==> src/rtl/spi_command_decoder.sv <==
`default_nettype none
// ============================================================================
// Module   : spi_command_decoder
// Purpose  : Frame decoder behind the 16-bit SPI slave: coefficient writes,
//            FIR sample streaming and result read-back via a small FIFO.
// Options  : SPI_CMD_LOOPBACK_EN enables opcode 4 (data echoed two slots later)
// Revision : 1.0 - initial release
// ============================================================================
module spi_command_decoder #(
    parameter int DATA_WIDTH        = 16,
    parameter int COEF_ADDR_WIDTH   = 6,
    parameter int RESULT_FIFO_DEPTH = 4
) (
    input  logic                       clkIn,
    input  logic                       nResetIn,
    input  logic [DATA_WIDTH-1:0]      packetIn,
    input  logic                       packetValidIn,
    input  logic                       txEmptyIn,
    input  logic                       busyIn,
    output logic [DATA_WIDTH-1:0]      txDataOut,
    output logic                       coefWrOut,
    output logic [COEF_ADDR_WIDTH-1:0] coefAddrOut,
    output logic [DATA_WIDTH-1:0]      coefDataOut,
    output logic                       sampleValidOut,
    output logic [DATA_WIDTH-1:0]      sampleOut,
    input  logic                       resultValidIn,
    input  logic [DATA_WIDTH-1:0]      resultIn
);

    localparam int PTR_W = (RESULT_FIFO_DEPTH > 1) ? $clog2(RESULT_FIFO_DEPTH) : 1;
    localparam int CNT_W = PTR_W + 1;
    localparam logic [CNT_W-1:0] c_FIFO_FULL = CNT_W'(RESULT_FIFO_DEPTH);

    localparam logic [3:0] c_OP_NOP    = 4'd0;
    localparam logic [3:0] c_OP_COEF   = 4'd1;
    localparam logic [3:0] c_OP_STREAM = 4'd2;
    localparam logic [3:0] c_OP_FLUSH  = 4'd3;
`ifdef SPI_CMD_LOOPBACK_EN
    localparam logic [3:0] c_OP_LOOP   = 4'd4;
`endif

    typedef enum logic [2:0] {
        S_IDLE   = 3'd0,
        S_HEADER = 3'd1,
        S_COEF   = 3'd2,
        S_STREAM = 3'd3,
        S_DRAIN  = 3'd4,
        S_LOOP   = 3'd5
    } state_t;

    state_t                     r_state_q, w_state_d;
    logic [DATA_WIDTH-1:0]      r_tx_q, w_tx_d;
    logic [COEF_ADDR_WIDTH-1:0] r_addr_q, w_addr_d;
    logic                       r_coef_wr_q, w_coef_wr_d;
    logic [COEF_ADDR_WIDTH-1:0] r_coef_addr_q, w_coef_addr_d;
    logic [DATA_WIDTH-1:0]      r_coef_data_q, w_coef_data_d;
    logic                       r_sample_valid_q, w_sample_valid_d;
    logic [DATA_WIDTH-1:0]      r_sample_q, w_sample_d;
    logic                       r_ovf_q, w_ovf_d;
    logic                       r_unf_q, w_unf_d;
    logic                       r_ill_q, w_ill_d;
`ifdef SPI_CMD_LOOPBACK_EN
    logic [DATA_WIDTH-1:0]      r_hold_q, w_hold_d;
`endif

    logic [DATA_WIDTH-1:0]      r_mem_q [RESULT_FIFO_DEPTH];
    logic [DATA_WIDTH-1:0]      w_mem_d [RESULT_FIFO_DEPTH];
    logic [PTR_W-1:0]           r_wr_ptr_q, w_wr_ptr_d;
    logic [PTR_W-1:0]           r_rd_ptr_q, w_rd_ptr_d;
    logic [CNT_W-1:0]           r_count_q, w_count_d;

    logic                       w_pop, w_pop_ok, w_push_ok, w_flush, w_clear;
    logic                       w_set_ovf, w_set_unf, w_set_ill;
    logic                       w_fifo_full, w_fifo_empty;
    logic [3:0]                 w_opcode;
    logic [7:0]                 w_count8;
    logic [DATA_WIDTH-1:0]      w_status;

    assign w_opcode     = packetIn[DATA_WIDTH-1 -: 4];
    assign w_fifo_full  = (r_count_q == c_FIFO_FULL);
    assign w_fifo_empty = (r_count_q == '0);
    assign w_count8     = {{(8-CNT_W){1'b0}}, r_count_q};
    assign w_status     = {r_ovf_q, r_unf_q, r_ill_q, {(DATA_WIDTH-11){1'b0}}, w_count8};

    // Frame sequencing; busyIn low always wins and abandons the frame.
    always_comb begin
        w_state_d        = r_state_q;
        w_tx_d           = r_tx_q;
        w_addr_d         = r_addr_q;
        w_coef_wr_d      = 1'b0;
        w_coef_addr_d    = r_coef_addr_q;
        w_coef_data_d    = r_coef_data_q;
        w_sample_valid_d = 1'b0;
        w_sample_d       = r_sample_q;
        w_pop            = 1'b0;
        w_flush          = 1'b0;
        w_clear          = 1'b0;
        w_set_unf        = 1'b0;
        w_set_ill        = 1'b0;
`ifdef SPI_CMD_LOOPBACK_EN
        w_hold_d         = r_hold_q;
`endif
        if (!busyIn) begin
            w_state_d = S_IDLE;
        end else begin
            case (r_state_q)
                S_IDLE: begin
                    w_state_d = S_HEADER;
                    w_clear   = 1'b1;
                    w_tx_d    = '0;
                end
                S_HEADER: begin
                    if (txEmptyIn) w_tx_d = '0;
                    if (packetValidIn) begin
                        case (w_opcode)
                            c_OP_NOP:    w_state_d = S_DRAIN;
                            c_OP_COEF: begin
                                w_addr_d  = packetIn[COEF_ADDR_WIDTH-1:0];
                                w_state_d = S_COEF;
                            end
                            c_OP_STREAM: w_state_d = S_STREAM;
                            c_OP_FLUSH: begin
                                w_flush   = 1'b1;
                                w_state_d = S_DRAIN;
                            end
`ifdef SPI_CMD_LOOPBACK_EN
                            c_OP_LOOP: begin
                                w_hold_d  = '0;
                                w_state_d = S_LOOP;
                            end
`endif
                            default: begin
                                w_set_ill = 1'b1;
                                w_state_d = S_DRAIN;
                            end
                        endcase
                    end
                end
                S_COEF: begin
                    if (txEmptyIn) w_tx_d = '0;
                    if (packetValidIn) begin
                        w_coef_wr_d   = 1'b1;
                        w_coef_addr_d = r_addr_q;
                        w_coef_data_d = packetIn;
                        w_addr_d      = r_addr_q + 1'b1;
                    end
                end
                S_STREAM: begin
                    if (packetValidIn) begin
                        w_sample_valid_d = 1'b1;
                        w_sample_d       = packetIn;
                    end
                    if (txEmptyIn) begin
                        w_pop = 1'b1;
                        if (!w_fifo_empty) begin
                            w_tx_d = r_mem_q[r_rd_ptr_q];
                        end else begin
                            w_tx_d    = '0;
                            w_set_unf = 1'b1;
                        end
                    end
                end
`ifdef SPI_CMD_LOOPBACK_EN
                S_LOOP: begin
                    // tx reads the hold register before this cycle's packet lands in it
                    if (txEmptyIn)     w_tx_d   = r_hold_q;
                    if (packetValidIn) w_hold_d = packetIn;
                end
`endif
                S_DRAIN: begin
                    if (txEmptyIn) w_tx_d = '0;
                end
                default: w_state_d = S_IDLE;
            endcase
        end
    end

    // A full FIFO still accepts a push when a pop frees a slot in the same cycle.
    assign w_pop_ok  = w_pop && !w_fifo_empty;
    assign w_push_ok = resultValidIn && (!w_fifo_full || w_pop_ok) && !w_flush;
    assign w_set_ovf = resultValidIn && !w_push_ok && !w_flush;

    always_comb begin
        w_mem_d    = r_mem_q;
        w_wr_ptr_d = r_wr_ptr_q;
        w_rd_ptr_d = r_rd_ptr_q;
        w_count_d  = r_count_q;
        if (w_flush) begin
            w_wr_ptr_d = '0;
            w_rd_ptr_d = '0;
            w_count_d  = '0;
        end else begin
            if (w_push_ok) begin
                w_mem_d[r_wr_ptr_q] = resultIn;
                w_wr_ptr_d          = r_wr_ptr_q + 1'b1;
            end
            if (w_pop_ok) w_rd_ptr_d = r_rd_ptr_q + 1'b1;
            case ({w_push_ok, w_pop_ok})
                2'b10:   w_count_d = r_count_q + 1'b1;
                2'b01:   w_count_d = r_count_q - 1'b1;
                default: w_count_d = r_count_q;
            endcase
        end
    end

    assign w_ovf_d = w_set_ovf | (r_ovf_q & ~w_clear);
    assign w_unf_d = w_set_unf | (r_unf_q & ~w_clear);
    assign w_ill_d = w_set_ill | (r_ill_q & ~w_clear);

    always_ff @(posedge clkIn or negedge nResetIn) begin
        if (!nResetIn) begin
            r_state_q        <= S_IDLE;
            r_tx_q           <= '0;
            r_addr_q         <= '0;
            r_coef_wr_q      <= 1'b0;
            r_coef_addr_q    <= '0;
            r_coef_data_q    <= '0;
            r_sample_valid_q <= 1'b0;
            r_sample_q       <= '0;
            r_ovf_q          <= 1'b0;
            r_unf_q          <= 1'b0;
            r_ill_q          <= 1'b0;
            r_mem_q          <= '{default: '0};
            r_wr_ptr_q       <= '0;
            r_rd_ptr_q       <= '0;
            r_count_q        <= '0;
`ifdef SPI_CMD_LOOPBACK_EN
            r_hold_q         <= '0;
`endif
        end else begin
            r_state_q        <= w_state_d;
            r_tx_q           <= w_tx_d;
            r_addr_q         <= w_addr_d;
            r_coef_wr_q      <= w_coef_wr_d;
            r_coef_addr_q    <= w_coef_addr_d;
            r_coef_data_q    <= w_coef_data_d;
            r_sample_valid_q <= w_sample_valid_d;
            r_sample_q       <= w_sample_d;
            r_ovf_q          <= w_ovf_d;
            r_unf_q          <= w_unf_d;
            r_ill_q          <= w_ill_d;
            r_mem_q          <= w_mem_d;
            r_wr_ptr_q       <= w_wr_ptr_d;
            r_rd_ptr_q       <= w_rd_ptr_d;
            r_count_q        <= w_count_d;
`ifdef SPI_CMD_LOOPBACK_EN
            r_hold_q         <= w_hold_d;
`endif
        end
    end

    // Status is live while idle so the slave latches current flags at chip-select fall.
    assign txDataOut      = (r_state_q == S_IDLE) ? w_status : r_tx_q;
    assign coefWrOut      = r_coef_wr_q;
    assign coefAddrOut    = r_coef_addr_q;
    assign coefDataOut    = r_coef_data_q;
    assign sampleValidOut = r_sample_valid_q;
    assign sampleOut      = r_sample_q;

endmodule
`default_nettype wire
==> config.mk <==
export PLATFORM = sky130hd
export DESIGN_NAME = spi_command_decoder
export DESIGN_NICKNAME = d
export VERILOG_FILES = /design/src/rtl/spi_command_decoder.sv
export SDC_FILE = /design/constraint.sdc
export NUM_CORES = 1
export LEC_CHECK = 0
export ABC_CLOCK_PERIOD_IN_PS = 3050
export CAP_MARGIN = 20
export CELL_PAD_IN_SITES_DETAIL_PLACEMENT = 1
export CELL_PAD_IN_SITES_GLOBAL_PLACEMENT = 2
export CORE_MARGIN = 2
export CORE_UTILIZATION = 37
export CTS_CLUSTER_DIAMETER = 100
export DETAILED_ROUTE_END_ITERATION = 8
export GPL_ROUTABILITY_DRIVEN = 0
export PLACE_DENSITY = 0.8
export SKIP_CTS_REPAIR_TIMING = 1
export SYNTH_ARGS = -nofsm -noshare
export SYNTH_HDL_FRONTEND = slang
export SYNTH_SLANG_ARGS = --single-unit
==> constraint.sdc <==
create_clock -name clkIn -period 3.05 [get_ports clkIn]
set_clock_uncertainty 0.1 [all_clocks]
set_input_delay 0.305 -clock clkIn [delete_from_list [all_inputs] [get_ports clkIn]]
set_output_delay 0.305 -clock clkIn [all_outputs]
set_load 0.02 [all_outputs]
==> impl_metrics.toml, run 1 <==
[setup_path]
cp.required_ps = 2640
timing.critical_path.fanout_max = 16
critPathKind = "reg -> out"
critPathLaunchType = "flop"
cp-end-kind = "output pin"
arrival_ps = 2380

[finish]
layout-area-overhead-vs-synth_pct = 26.8
antenna_cells_inserted = 0
nNetsFinal = 630
drive_gt1_share_pct = 26.6

[flow_run]
max-cap-violations = 0

[drt]
routed_via_density = 5.20
detail_route.drc_violations = 0
routed_wirelength_um = 16200
first_iter_violations = 192
postRouteAntennaNets = 0
routed_wire_length_per_instance_um = 19.7
vias = 4277
drt_pass1_iterations = 4

[synthesis]
area_contributors_post_synth = "sky130_fd_sc_hd__dfrtp_1 54%, sky130_fd_sc_hd__mux2_4 9.3%, sky130_fd_sc_hd__mux2_2 8.2%, sky130_fd_sc_hd__mux4_2 5.6%, sky130_fd_sc_hd__nand2_1 4.3%"
postSynthAreaPerCell_um2 = 13.2
ys_seq_area_share_pct = 53.6
number_of_distinct_library_cell_variants_in_the_gate_level_netlist_after_synthesis = 54
synth-seq-cells = 139
synth_top_cell_area_share_pct = 53.6
synth-main-ff-cell = "sky130_fd_sc_hd__dfrtp_1"
ys_async_sr_fraction_pct = 100
netlist_area_mm2 = 0.00649
synth.net_count = 536
synth_enable_flop_cells = 0
synthDominantAreaCellType = "sky130_fd_sc_hd__dfrtp_1"
yosysWarningCount = 0
netlist_instances = 492

[clock_network]
cts_root_buffer = "sky130_fd_sc_hd__clkbuf_16"
cts-buffers-inserted = 17
clock_path_buffers = 2
clock_tree.htree_level_count = 4
cts_sinks = 139
worstSkewPairLatency_ps = 420
cts.reportedPaths.clkPinSlew_ps = 60
tritoncts_clock_tree = "built"

[global_route]
antenna_found_initial = 0
via_count_of_the_first_global_routing_pass = 4846
grt_first_pass_wirelength_um = 27000
globalRoute.totalOverflow = 0
grt_usage_pct = 19.2
grt_start_max_net_pins = 67

[sta]
achievable-frequency_mhz = 359
unrepaired_setup_endpoints_after_global_routing = "no"
slew-limit-headroom_pct = 40.2
tightestPinTransition_ps = 897
hold_viol = 0
finalWorstSetupSlack_ps = 265
final-max-slew-violation-count = 0
fin_setup_tns_ps = 0
fin_crit_ps = 2790
final_min_period_over_clock_period_pct = 91.3
finalSetupViolCount = 0

[run_status]
outcome = "complete, no violations"

[placement]
dp_worst_setup_slack_ps = 242
place.port_buffers = 93
dpl.hpwl_um = 10700

[power]
p_per_area_mw_per_mm2 = 811
cellLeakagePower_uw = 0.00374
vdd_drop_max_mv = 0.473

[floorplan]
initial_utilization_pct = 37.6
core_region_area_mm2 = 0.0172
fp-row-count = 48
io_pins = 94
dieHeight_um = 136
floorplan.die_area_mm2 = 0.0186
fp.dieW_um = 136

[hold_path]
hold_class = "in -> reg"
==> metrics by stage <==
step	cells	hold slack, ps	total power [uW]	util [%]	cell area, um^2
after floorplan	492	-90.6	4110	-	6490
after global placement	791	237	4560	44.3	7640
after detailed placement	791	242	4680	44.3	7640
after CTS	821	-199	6740	47.7	8210
after global routing	822	334	7020	47.7	8220
final	822	332	6670	47.7	8220
==> cell type report <==
type / instances / area [um^2]
inverters: 9 / 33.8
flip-flops and latches: 139 / 3480
clock inverters: 5 / 57.6
well taps: 225 / 282
repair buffers: 106 / 1040
multi-input cells: 313 / 2810
fillers: 1739 / 9010
clock buffers: 25 / 515
==> per-layer routing <==
| metal | up-vias | GRT usage [%] | part of all wire (%) | wire length [um] |
|---|---|---|---|---|
| li1 | 1944 | - | - | - |
| met1 | 2239 | 24.5 | 45 | 7290 |
| met2 | 76 | 31.7 | 50 | 8090 |
| met3 | 18 | 5.48 | 3.8 | 609 |
| met4 | 0 | 5.73 | 1.2 | 189 |
| met5 | - | 0 | 0 | 0 |
==> state kept, by name (all words and copies together) (netlist names), 3 cells and up <==
register	flops
coefAddrOut	6
coefDataOut	16
r_addr_q	6
r_count_q	3
r_mem_q	64
r_state_q	3
r_tx_q	16
sampleOut	16
==> report_power, final <==
part | internal, uW | switching [uW] | leakage [uW] | total [uW]
Sequential | 2390 | 387 | 0.00177 | 2780
Combinational | 1140 | 742 | 0.00169 | 1880
Clock | 1240 | 762 | 0.000286 | 2010
Total | 4780 | 1890 | 0.00374 | 6670
==> layout by cell type (no fill, tap or decap), types with 8 or more instances in the layout <==
master / instances
sky130_fd_sc_hd__a21oi_1: 8
sky130_fd_sc_hd__a22o_1: 17
sky130_fd_sc_hd__buf_4: 11
sky130_fd_sc_hd__clkbuf_16: 17
sky130_fd_sc_hd__clkdlybuf4s50_1: 92
sky130_fd_sc_hd__dfrtp_1: 139
sky130_fd_sc_hd__inv_1: 8
sky130_fd_sc_hd__mux2_2: 47
sky130_fd_sc_hd__mux2_4: 40
sky130_fd_sc_hd__mux4_2: 16
sky130_fd_sc_hd__nand2_1: 74
sky130_fd_sc_hd__nand3_1: 12
sky130_fd_sc_hd__nor2_1: 11
sky130_fd_sc_hd__nor2b_1: 12
sky130_fd_sc_hd__o21ai_0: 10
==> critical path: stages (launching register included) <==
cell,delay (ps)
sky130_fd_sc_hd__dfrtp_1,550
sky130_fd_sc_hd__nor3_2,210
sky130_fd_sc_hd__buf_4,280
sky130_fd_sc_hd__mux2_2,380
sky130_fd_sc_hd__clkdlybuf4s50_1,540
==> final timing paths <==
| check | from | endpoint | slack, ps | depth (start not counted) |
|---|---|---|---|---|
| max reg2reg | r_state_q[1] | r_count_q[2] | 560 | 8 |
| min | packetIn[11] | coefDataOut[11] | 330 | 3 |
| min reg2reg | coefDataOut[7] | coefDataOut[7] | 370 | 2 |
| max in group asynchronous | nResetIn | r_count_q[1] | 1720 | 3 |
| min in group asynchronous | nResetIn | sampleOut[0] | 370 | 2 |
| max | r_state_q[0] | txDataOut[15] | 260 | 4 |
==> cell usage after synthesis (3+ instances only) <==
library cell / count
sky130_fd_sc_hd__ha_1: 6
sky130_fd_sc_hd__a22o_1: 17
sky130_fd_sc_hd__o21ai_0: 10
sky130_fd_sc_hd__mux2_4: 40
sky130_fd_sc_hd__buf_6: 5
sky130_fd_sc_hd__dfrtp_1: 139
sky130_fd_sc_hd__nor3_1: 7
sky130_fd_sc_hd__a31oi_1: 4
sky130_fd_sc_hd__nand4_4: 4
sky130_fd_sc_hd__mux4_2: 16
sky130_fd_sc_hd__a21oi_1: 8
sky130_fd_sc_hd__buf_2: 11
sky130_fd_sc_hd__nand3_1: 12
sky130_fd_sc_hd__and3_1: 3
sky130_fd_sc_hd__nor2_1: 11
sky130_fd_sc_hd__nand2_1: 74
sky130_fd_sc_hd__nor2b_1: 12
sky130_fd_sc_hd__clkbuf_1: 14
sky130_fd_sc_hd__mux2_2: 47
sky130_fd_sc_hd__inv_1: 8
==> cell families (layout without fill, tap and decap cells) <==
kind of cell,Yosys count,in the layout,synth area share (%)
fa+ha+maj,7,7,1.31
compound gates,55,55,6.23
mux,104,104,23.1
flops,139,139,53.6
simple gates,143,143,12.1
xor+xnor,4,4,0.540
buf+inv,40,145,3.10
Note: power is estimated with default switching activity, not from simulation.
==> inputs of run 2 (changes only) <==
Settings changed: CORE_UTILIZATION 37 to 30, PLACE_DENSITY 0.8 to 0.67.
==> run 2 against run 1 <==
Non-clock buffer count rose by 7. Routed wire length increased by 2.6%. Utilization down 8.3 points. Sequential power barely moved. Critical path type unchanged. Critical endpoint unchanged. Largest cell class unchanged. Highest routed layer is now met5.
==> impl_metrics.toml, run 2 (synthesis gave the netlist of run 1 again) <==
[setup_path]
crit_chain = "nor3_2 > buf_4 > mux2_2 > clkdlybuf4s50_1"
worst_path_largest_cell_delay_ps = 550
timing.critical_path.fanout_max = 16
critical-path-top-delay-family = "buffers and inverters"
arrival_ps = 2410
cp.required_ps = 2640
critPathBufInv = 2
crit-reg2reg-launch = "r_state_q[1]"
setup.worst_path.start = "r_state_q[0]"
crit_path_top_delay_cell = "sky130_fd_sc_hd__dfrtp_1"
cp-end-kind = "output pin"
critPathKind = "reg -> out"
critPathLaunchType = "flop"

[floorplan]
io_pins = 94
fp.dieW_um = 151
floorplan.die_area_mm2 = 0.0228
dieHeight_um = 151
initial_utilization_pct = 30.7
fp-row-count = 53
core_region_area_mm2 = 0.0212

[global_route]
via_count_of_the_first_global_routing_pass = 4732
grt_usage_pct = 15.5
antenna_found_initial = 1
globalRoute.totalOverflow = 0
grt_start_max_net_pins = 67
grt_first_pass_wirelength_um = 26800

[finish]
layout-area-overhead-vs-synth_pct = 28.5
fin_util_pct = 39.4
layout_common_cells = "139 x sky130_fd_sc_hd__dfrtp_1, 92 x sky130_fd_sc_hd__clkdlybuf4s50_1, 74 x sky130_fd_sc_hd__nand2_1"
largest_reg_flops = 64
antenna_cells_inserted = 0
nNetsFinal = 637
register_ranked_first_by_flip_flop_count = "r_mem_q"
drive_gt1_share_pct = 28.1
layout.cells.most_common = "sky130_fd_sc_hd__dfrtp_1"

[drt]
first_iter_violations = 153
drt_pass1_iterations = 4
routed_via_density = 4.91
postRouteAntennaNets = 0
routed_wire_length_per_instance_um = 18.8
routed_wirelength_um = 16600
vias = 4327
detail_route.drc_violations = 0

[power]
p_per_area_mw_per_mm2 = 799
vdd_drop_max_mv = 0.444
cellLeakagePower_uw = 0.00376
total_power_uw = 6660

[clock_network]
clock_path_buffers = 2
cts_sinks = 139
worstSkewPairLatency_ps = 420
cts-buffers-inserted = 17
tritoncts_clock_tree = "built"
clock_tree.htree_level_count = 4
cts.reportedPaths.clkPinSlew_ps = 60
cts_root_buffer = "sky130_fd_sc_hd__clkbuf_16"

[sta]
final_min_period_over_clock_period_pct = 92.4
final-max-slew-violation-count = 0
finalSetupViolCount = 0
tightestPinTransition_ps = 989
fin_crit_ps = 2820
achievable-frequency_mhz = 355
hold_viol = 0
slew-limit-headroom_pct = 34.1
fin_setup_tns_ps = 0
unrepaired_setup_endpoints_after_global_routing = "no"

[run_status]
outcome = "complete, no violations"

[flow_run]
max-cap-violations = 0

[placement]
dpl.hpwl_um = 11200
place.port_buffers = 93

[hold_path]
timing.hold.worst.start = "packetIn[7]"
hold_class = "in -> reg"
[run 2: cell count changes in the layout (fill, tap and decap cells not counted), sizes merged]
cell,before,now
clkinvlp,0,4
buf,13,20
inv,10,13
clkinv,3,4
clkbuf,25,19
[run 2: final cells by class]
cell class / count / area (um^2)
Inverter: 9 / 33.8
Tap cell: 275 / 344
Clock inverter: 13 / 115
Fill cell: 2205 / 12800
Multi-Input combinational cell: 313 / 2810
Timing Repair Buffer: 113 / 1100
Clock buffer: 19 / 453
Sequential cell: 139 / 3480
[run 2: power breakdown]
part / switching, uW / total (uW) / internal (uW) / leakage, uW
Combinational: 732 / 1880 / 1150 / 0.00172
Clock: 834 / 2000 / 1170 / 0.000272
Sequential: 379 / 2770 / 2390 / 0.00177
Total: 1950 / 6660 / 4710 / 0.00376
[run 2: final timing paths]
kind,endpoint,cells after the start,slack [ps]
setup / recovery,txDataOut[15],4,230
hold / removal,coefDataOut[7],3,340
setup reg to reg,r_count_q[2],8,590
hold reg to reg,coefAddrOut[4],2,370
max in group asynchronous,r_mem_q[16],3,1670
min in group asynchronous,sampleOut[4],2,380
[run 2: metal layers]
metal | global-route usage, % | up-vias | part of all wire (%)
met5 | 0 | - | 0.096
met4 | 5.33 | 2 | 1.4
met3 | 3.04 | 20 | 2.7
met2 | 25.7 | 59 | 51
met1 | 20.5 | 2288 | 45
li1 | - | 1958 | -
[run 2: through the flow]
stage | setup slack, ps | std cells | hold WS, ps | cell area, um^2
floorplan | 917 | 492 | -90.6 | 6490
global placement | 345 | 848 | 263 | 7760
detailed placement | 314 | 848 | 268 | 7760
CTS | 197 | 880 | -190 | 8320
global route | 137 | 881 | 340 | 8330
finish | 230 | 881 | 338 | 8330
[run 2: worst register-to-register path: cells and delay by family (launching register included)]
| kind | cells | cell delay, ps |
|---|---|---|
| DFF | 1 | 660 |
| and+or+nand+nor | 3 | 750 |
| adders and majority gates | 1 | 240 |
| AOI/OAI and AO/OA | 3 | 300 |
| muxes | 1 | 290 |
